**src/rtl/ws2812_pkg.sv**
```systemverilog
// ----------------------------------------------------------------------------
// ws2812_pkg
// Shared definitions for the WS2812 pixel pipeline: frame-sequencer state
// encoding, the system clock rate, pixel/colour field geometry and the
// wire-order reorder helper used by both the frame streamer and the
// serializer side.
// ----------------------------------------------------------------------------
package ws2812_pkg;

    // System clock rate; used to derive default frame/colour periods.
    localparam int CLK_HZ = 50_000_000;

    // Pixel geometry: {R[23:16], G[15:8], B[7:0]} as written by the host.
    localparam int PIX_W = 24;
    localparam int COL_W = 8;
    localparam int R_OFS = 16;
    localparam int G_OFS = 8;
    localparam int B_OFS = 0;

    typedef logic [PIX_W-1:0] pixel_t;

    // Frame sequencer states (plain 2-bit constants for legacy tooling).
    localparam logic [1:0] ST_IDLE   = 2'd0;
    localparam logic [1:0] ST_LOAD   = 2'd1;
    localparam logic [1:0] ST_STREAM = 2'd2;
    localparam logic [1:0] ST_DONE   = 2'd3;

    // Convert host RGB order into the order the LEDs expect on the wire.
    // grb=1 yields {G,R,B}; grb=0 passes {R,G,B} through unchanged.
    function automatic pixel_t grb_reorder(input pixel_t rgb, input logic grb);
        pixel_t v_out;
        if (grb) begin
            v_out = {rgb[G_OFS +: COL_W], rgb[R_OFS +: COL_W], rgb[B_OFS +: COL_W]};
        end else begin
            v_out = rgb;
        end
        return v_out;
    endfunction

endpackage

```
**src/rtl/ws2812_frame_streamer_timer.sv**
```systemverilog
// ----------------------------------------------------------------------------
// frame_tick_timer
// Free-running period timer. While i_en is high it counts 0..PERIOD-1 and
// raises o_tick for one cycle each time the count wraps; the first tick is
// seen PERIOD cycles after i_en rises. With i_en low the count is parked at
// zero and no tick is produced. Generic enough for any periodic strobe.
//
// Ports:
//   clk     in   system clock
//   rst_n   in   asynchronous active-low reset
//   i_en    in   enable counting
//   o_tick  out  registered one-cycle strobe, once per PERIOD cycles
// ----------------------------------------------------------------------------
module frame_tick_timer
    import ws2812_pkg::*;
#(
    parameter int PERIOD = CLK_HZ / 60
) (
    input  logic clk,
    input  logic rst_n,
    input  logic i_en,
    output logic o_tick
);

    localparam int CNT_W = (PERIOD > 1) ? $clog2(PERIOD) : 1;
    localparam logic [CNT_W-1:0] LAST_CNT = CNT_W'(PERIOD - 1);

    logic [CNT_W-1:0] r_count;
    logic             r_tick;

    // Period counter and registered wrap strobe; disabled means parked at zero.
    always_ff @(posedge clk or negedge rst_n) begin
        if (!rst_n) begin
            r_count <= '0;
            r_tick  <= 1'b0;
        end else if (i_en) begin
            if (r_count == LAST_CNT) begin
                r_count <= '0;
            end else begin
                r_count <= r_count + 1'b1;
            end
            r_tick <= (r_count == LAST_CNT);
        end else begin
            r_count <= '0;
            r_tick  <= 1'b0;
        end
    end

    assign o_tick = r_tick;

endmodule

```
**src/rtl/ws2812_frame_streamer.sv**
```systemverilog
// ----------------------------------------------------------------------------
// ws2812_frame_streamer
// Upstream feeder for the WS2812 bit serializer. The host fills a shadow
// frame buffer at any time; a frame request (start pulse, periodic tick, or
// a request remembered while busy) snapshots shadow into the active buffer
// and the active pixels are streamed one per valid/ready transfer, already
// reordered into wire colour order. Bit timing and the latch gap belong to
// the serializer.
//
// Ports:
//   clk           in   system clock (50 MHz)
//   rst_n         in   asynchronous active-low reset; aborts a frame at once
//   i_wr_en       in   shadow write strobe
//   i_wr_addr     in   pixel index; indices >= NUM_LEDS are ignored
//   i_wr_data     in   pixel colour {R,G,B}
//   i_start       in   single-cycle frame request
//   i_auto_en     in   enable periodic frames every FRAME_PERIOD cycles
//   o_pix_data    out  wire-ordered pixel, held while stalled
//   o_pix_valid   out  o_pix_data valid
//   i_pix_ready   in   serializer accepts the pixel
//   o_pix_last    out  final pixel of the frame
//   o_busy        out  frame in progress (load or stream)
//   o_frame_done  out  one-cycle pulse after the last pixel is accepted
// ----------------------------------------------------------------------------
module ws2812_frame_streamer
    import ws2812_pkg::*;
#(
    parameter int NUM_LEDS     = 8,
    parameter int FRAME_PERIOD = CLK_HZ / 60,
    parameter int GRB_ORDER    = 1,
    parameter int ADDR_W       = 8
) (
    input  logic              clk,
    input  logic              rst_n,
    input  logic              i_wr_en,
    input  logic [ADDR_W-1:0] i_wr_addr,
    input  logic [PIX_W-1:0]  i_wr_data,
    input  logic              i_start,
    input  logic              i_auto_en,
    output logic [PIX_W-1:0]  o_pix_data,
    output logic              o_pix_valid,
    input  logic              i_pix_ready,
    output logic              o_pix_last,
    output logic              o_busy,
    output logic              o_frame_done
);

    localparam int               IDX_W    = (NUM_LEDS > 1) ? $clog2(NUM_LEDS) : 1;
    localparam logic [IDX_W-1:0] LAST_IDX = IDX_W'(NUM_LEDS - 1);
    localparam logic             GRB_SEL  = (GRB_ORDER != 0);
    localparam logic             ONE_PIX  = (NUM_LEDS == 1);

    pixel_t           r_shadow [NUM_LEDS];
    pixel_t           r_active [NUM_LEDS];
    logic [1:0]       r_state;
    logic [1:0]       w_state_nxt;
    logic [IDX_W-1:0] r_idx;
    logic [IDX_W-1:0] w_idx_inc;
    logic             r_pending;
    pixel_t           r_pix_data;
    logic             r_pix_valid;
    logic             r_pix_last;
    logic             r_busy;
    logic             r_frame_done;

    logic             w_tick;
    logic             w_new_req;
    logic             w_req;
    logic             w_xfer;
    logic             w_wr_hit;
    logic [IDX_W-1:0] w_wr_idx;

    frame_tick_timer #(
        .PERIOD (FRAME_PERIOD)
    ) u_frame_tick_timer (
        .clk    (clk),
        .rst_n  (rst_n),
        .i_en   (i_auto_en),
        .o_tick (w_tick)
    );

    // A start and a tick in the same cycle are one request.
    assign w_new_req = i_start | w_tick;
    assign w_req     = w_new_req | r_pending;
    assign w_xfer    = r_pix_valid & i_pix_ready;
    assign w_idx_inc = r_idx + 1'b1;
    assign w_wr_hit  = i_wr_en && ({1'b0, i_wr_addr} < (ADDR_W + 1)'(NUM_LEDS));
    assign w_wr_idx  = i_wr_addr[IDX_W-1:0];

    // Shadow buffer: host writes land here in any state.
    always_ff @(posedge clk or negedge rst_n) begin
        if (!rst_n) begin
            for (int i = 0; i < NUM_LEDS; i++) begin
                r_shadow[i] <= '0;
            end
        end else if (w_wr_hit) begin
            r_shadow[w_wr_idx] <= i_wr_data;
        end
    end

    // Active buffer: snapshot of shadow taken during LOAD. The copy sees the
    // shadow contents before this cycle's write, so a write during LOAD only
    // reaches the next frame.
    always_ff @(posedge clk or negedge rst_n) begin
        if (!rst_n) begin
            for (int i = 0; i < NUM_LEDS; i++) begin
                r_active[i] <= '0;
            end
        end else if (r_state == ST_LOAD) begin
            for (int i = 0; i < NUM_LEDS; i++) begin
                r_active[i] <= r_shadow[i];
            end
        end
    end

    // Next-state logic of the frame sequencer.
    always_comb begin
        w_state_nxt = r_state;
        case (r_state)
            ST_IDLE: begin
                if (w_req) begin
                    w_state_nxt = ST_LOAD;
                end else begin
                    w_state_nxt = ST_IDLE;
                end
            end
            ST_LOAD: begin
                w_state_nxt = ST_STREAM;
            end
            ST_STREAM: begin
                if (w_xfer && r_pix_last) begin
                    w_state_nxt = ST_DONE;
                end else begin
                    w_state_nxt = ST_STREAM;
                end
            end
            ST_DONE: begin
                w_state_nxt = ST_IDLE;
            end
            default: begin
                w_state_nxt = ST_IDLE;
            end
        endcase
    end

    // State register and status outputs registered from the next state so
    // they line up with the state they describe.
    always_ff @(posedge clk or negedge rst_n) begin
        if (!rst_n) begin
            r_state      <= ST_IDLE;
            r_busy       <= 1'b0;
            r_frame_done <= 1'b0;
            r_pix_valid  <= 1'b0;
        end else begin
            r_state      <= w_state_nxt;
            r_busy       <= (w_state_nxt == ST_LOAD) || (w_state_nxt == ST_STREAM);
            r_frame_done <= (w_state_nxt == ST_DONE);
            r_pix_valid  <= (w_state_nxt == ST_STREAM);
        end
    end

    // One-deep request memory: any request outside IDLE is remembered, and
    // leaving IDLE (always into LOAD when a request exists) consumes it.
    always_ff @(posedge clk or negedge rst_n) begin
        if (!rst_n) begin
            r_pending <= 1'b0;
        end else if (r_state == ST_IDLE) begin
            r_pending <= 1'b0;
        end else if (w_new_req) begin
            r_pending <= 1'b1;
        end
    end

    // Pixel index and output pixel/last registers. The first pixel is taken
    // straight from shadow during LOAD (identical to what active will hold);
    // afterwards data only advances on a transfer, so it is stable under stall.
    always_ff @(posedge clk or negedge rst_n) begin
        if (!rst_n) begin
            r_idx      <= '0;
            r_pix_data <= '0;
            r_pix_last <= 1'b0;
        end else begin
            case (r_state)
                ST_LOAD: begin
                    r_idx      <= '0;
                    r_pix_data <= grb_reorder(r_shadow[0], GRB_SEL);
                    r_pix_last <= ONE_PIX;
                end
                ST_STREAM: begin
                    if (w_xfer) begin
                        if (r_pix_last) begin
                            r_pix_last <= 1'b0;
                        end else begin
                            r_idx      <= w_idx_inc;
                            r_pix_data <= grb_reorder(r_active[w_idx_inc], GRB_SEL);
                            r_pix_last <= (w_idx_inc == LAST_IDX);
                        end
                    end
                end
                default: begin
                    r_pix_last <= 1'b0;
                end
            endcase
        end
    end

    assign o_pix_data   = r_pix_data;
    assign o_pix_valid  = r_pix_valid;
    assign o_pix_last   = r_pix_last;
    assign o_busy       = r_busy;
    assign o_frame_done = r_frame_done;

endmodule

```
**config.mk**
```make
export PLATFORM = sky130hd
export DESIGN_NAME = ws2812_frame_streamer
export DESIGN_NICKNAME = d
export VERILOG_FILES = /design/src/rtl/ws2812_pkg.sv /design/src/rtl/ws2812_frame_streamer_timer.sv /design/src/rtl/ws2812_frame_streamer.sv
export SDC_FILE = /design/constraint.sdc
export NUM_CORES = 1
export LEC_CHECK = 0
export ABC_AREA = 1
export CORE_MARGIN = 3
export CORE_UTILIZATION = 55
export DETAILED_ROUTE_END_ITERATION = 6
export MAX_ROUTING_LAYER = met4
export PLACE_DENSITY = 0.85
export SETUP_SLACK_MARGIN = 0.1
export SLEW_MARGIN = 20
export SYNTH_ARGS = -nofsm -noshare
export SYNTH_HDL_FRONTEND = slang
export SYNTH_SLANG_ARGS = --single-unit
```
**constraint.sdc**
```tcl
create_clock -name clk -period 2.02 [get_ports clk]
set_input_delay 0.404 -clock clk [delete_from_list [all_inputs] [get_ports clk]]
set_output_delay 0.404 -clock clk [all_outputs]
set_load 0.01 [all_outputs]
```
==> impl_metrics.py <==
metrics = {
    "clocking": {
        "cts_buffers": 44,
        "cts_tree": "done",
        "cts_buffer_depth": 3,
        "clockRootBuffer": "clkbuf_16",
        "ctsHtreeMaxLevel": 2,
        "clk_pin_slew_worst_paths_ns": 0.06,
        "clock_latency_ns": 0.55,
        "tritoncts_num_sinks": 439,
    },
    "setup_path": {
        "reg2reg_setup_slack_ns": 0.13,
        "slowest_delay_ns": 0.41,
        "path_common_cell": "nand2_1",
        "r2r_end": "o_pix_data[16]",
        "cp_top_family": "buffers and inverters",
        "path_class": "flop to flop",
        "critPathMaxFanout": 51,
        "worstSetupEndpoint": "o_pix_data[16]",
        "crit_arrival_ns": 2.33,
        "cp_cell_sequence": "buf_4 -> buf_16 -> buf_4 -> nand2_1 -> nand3_1 -> nand2_1 -> nand2_1 -> nand3_1 -> nand2_1 -> inv_1",
        "crit_path_start_kind": "flop",
        "cp_slowest_cell": "dfrtp_4",
        "r2r-start": "r_idx[0]",
        "cp.depth": 10,
        "cp_num_buf_inv": 4,
        "endpoint_kind": "flop",
        "cp-startpoint": "r_idx[0]",
        "critPathRequiredTime_ns": 2.47,
        "reg2reg_depth": 10,
    },
    "route": {
        "avgRoutedWirePerCell_um": 18.5,
        "drc": 0,
        "via_count": 16000,
        "drtPass1Iterations": 5,
        "antenna_left": 0,
        "drt_iter0_drc": 1796,
        "wl_mm": 50.9,
        "viasPerCell": 5.81,
    },
    "sta": {
        "max_freq_mhz": 529,
        "period_share": 0.935,
        "fin_worst_skew_ns": 0.0199,
        "finalMaxSlewViolations": 0,
        "hold_viol_final": 0,
        "slew_headroom": 0.574,
        "worst_slew_pin_slew_ns": 0.639,
        "fin_crit_ns": 1.89,
        "fin_setup_tns_ns": 0,
        "rsz0062_at_grt": "yes",
        "setup_viol": 0,
    },
    "grt": {
        "grt_usage": 0.283,
        "grt_pass1_wl_mm": 80.6,
        "grt_start_max_net_pins": 102,
        "antenna_found_initial": 4,
        "overflow": 0,
        "grt_pass1_vias": 15700,
    },
    "finish": {
        "syn2layout_area_growth_pct": 15.8,
        "nNetsFinal": 2309,
        "post-route-util": 0.651,
        "drive_gt1_frac": 0.0893,
    },
    "run_status": {
        "status": "finished clean",
    },
    "synth": {
        "synth_seq_cells": 439,
        "synth-seq-area-share": 0.579,
        "ys_warn_count": 0,
        "synth.cell_area_um2": 19000,
        "syn-mean-instance-area_um2": 8.61,
        "yosysUniqueCellTypes": 35,
        "syn_nets": 2253,
        "syn_inst": 2206,
    },
    "floorplan": {
        "die_x_um": 192,
        "core-area_um2": 33800,
        "dieArea_um2": 36800,
        "io-pin-count": 66,
        "initial_core_util": 0.562,
        "rows": 67,
        "dieHeight_um": 192,
    },
    "power_and_ir_drop": {
        "p_leak_nw": 10.6,
        "p_per_area_nw_per_um2": 1290,
        "peakVddDrop_mv": 0.726,
    },
    "run": {
        "cap_violations": 0,
    },
    "hold_path": {
        "holdCritPathClass": "primary input to async pin",
    },
    "place": {
        "port_buffers": 65,
        "place_hpwl_mm": 29.4,
        "routabilityCongestion": 0.849,
    },
}
-- power breakdown --
group / internal, W / total, W / switching [W]
Clock: 0.00535 / 0.00878 / 0.00343
Combinational: 0.00302 / 0.00862 / 0.00560
Sequential: 0.0101 / 0.0109 / 0.000793
-- final cells by class --
class	count	area (µm²)
repair buffers	134	1560
flip-flops and latches	439	11000
inverters	234	881
diodes	4	10.0
multi-input cells	1409	6410
well taps	448	561
clock buffers	62	1290
fillers	2442	11800
clock inverters	17	277
-- how the worst min path moves through the flow --
stage,depth (start not counted),slack [ns],start,to
after floorplan,0,0.11,rst_n,o_busy
after global placement,1,0.36,rst_n,r_active[51]
after detailed placement,1,0.36,rst_n,r_active[51]
after CTS,2,0.38,rst_n,r_active[51]
after global routing,2,0.41,rst_n,r_active[3]
final,2,0.38,rst_n,r_active[51]
-- kinds of logic (layout without fill, tap and decap cells) --
group	Yosys count	in the layout	share of synthesized area
AOI/OAI and AO/OA	457	457	0.124
DFF	439	439	0.579
adders and majority gates	9	9	0.00593
other	0	4	0
xor gates and xnor gates	7	7	0.00323
buffers and inverters	358	447	0.0863
and+or+nand+nor	936	936	0.202
-- stage by stage --
| stage | power [W] | cell area [µm²] | hold WS (ns) | setup WS [ns] | cells |
|---|---|---|---|---|---|
| 5_1_grt | 0.0296 | 22000 | 0.409 | 0.0721 | 2747 |
| 4_1_cts | 0.0280 | 21900 | 0.384 | 0.0662 | 2740 |
| 6_report | 0.0283 | 22000 | 0.380 | 0.131 | 2747 |
| 3_3_place_gp | 0.0188 | 20300 | 0.365 | 0.139 | 2658 |
| 2_1_floorplan | 0.0158 | 19000 | 0.108 | 0.106 | 2206 |
| 3_5_place_dp | 0.0192 | 20300 | 0.363 | 0.0748 | 2658 |
-- cell usage after synthesis, drive strengths merged --
cell type,instances,area [µm²]
or2,24,150
o21bai,2,15.0
and2,1,6.26
xor2,6,52.6
nand3b,1,7.51
inv,234,881
nor3b,1,7.51
nor2,58,250
o21ai,388,1990
nand4,5,46.3
xnor2,1,8.76
dfrtp,439,11000
nor3,5,25.0
nand3,116,593
a21oi,66,342
buf,87,618
clkbuf,37,139
ha,9,113
nand2,725,2750
o31ai,1,7.51
-- routing by layer --
metal | vias up | global-route usage | wire [µm]
met5 | - | - | 0
met4 | 0 | 0.0988 | 1290
met3 | 139 | 0.0650 | 5270
met2 | 927 | 0.435 | 23900
met1 | 7794 | 0.375 | 20400
li1 | 7090 | - | -
-- sequential cells by signal (all words and copies together) (netlist names), 2 cells and up --
name,count
u_frame_tick_timer.r_count,20
r_shadow,192
r_state,2
r_active,192
o_pix_data,24
r_idx,3
-- what timing repair did --
item / 4_1_cts / 5_1_grt
endpoints found under the setup margin: 23 / 26
gates cloned: 0 / 1
gates resized for setup: 19 / 14
pin swaps: 0 / 1
endpoints found under the hold margin: 38 / 0
buffers inserted: 2 / 2
hold buffers: 1 / 0
-- layout by cell type (no fill, tap or decap), drive strengths merged, types with 24 or more instances in the layout --
master	instances
inv	236
clkdlybuf4s50	46
nand2	725
o21ai	388
or2	24
nor2	58
clkbuf	63
dfrtp	439
a21oi	66
buf	68
nand3	116
Note: power is estimated with default switching activity, not from simulation.
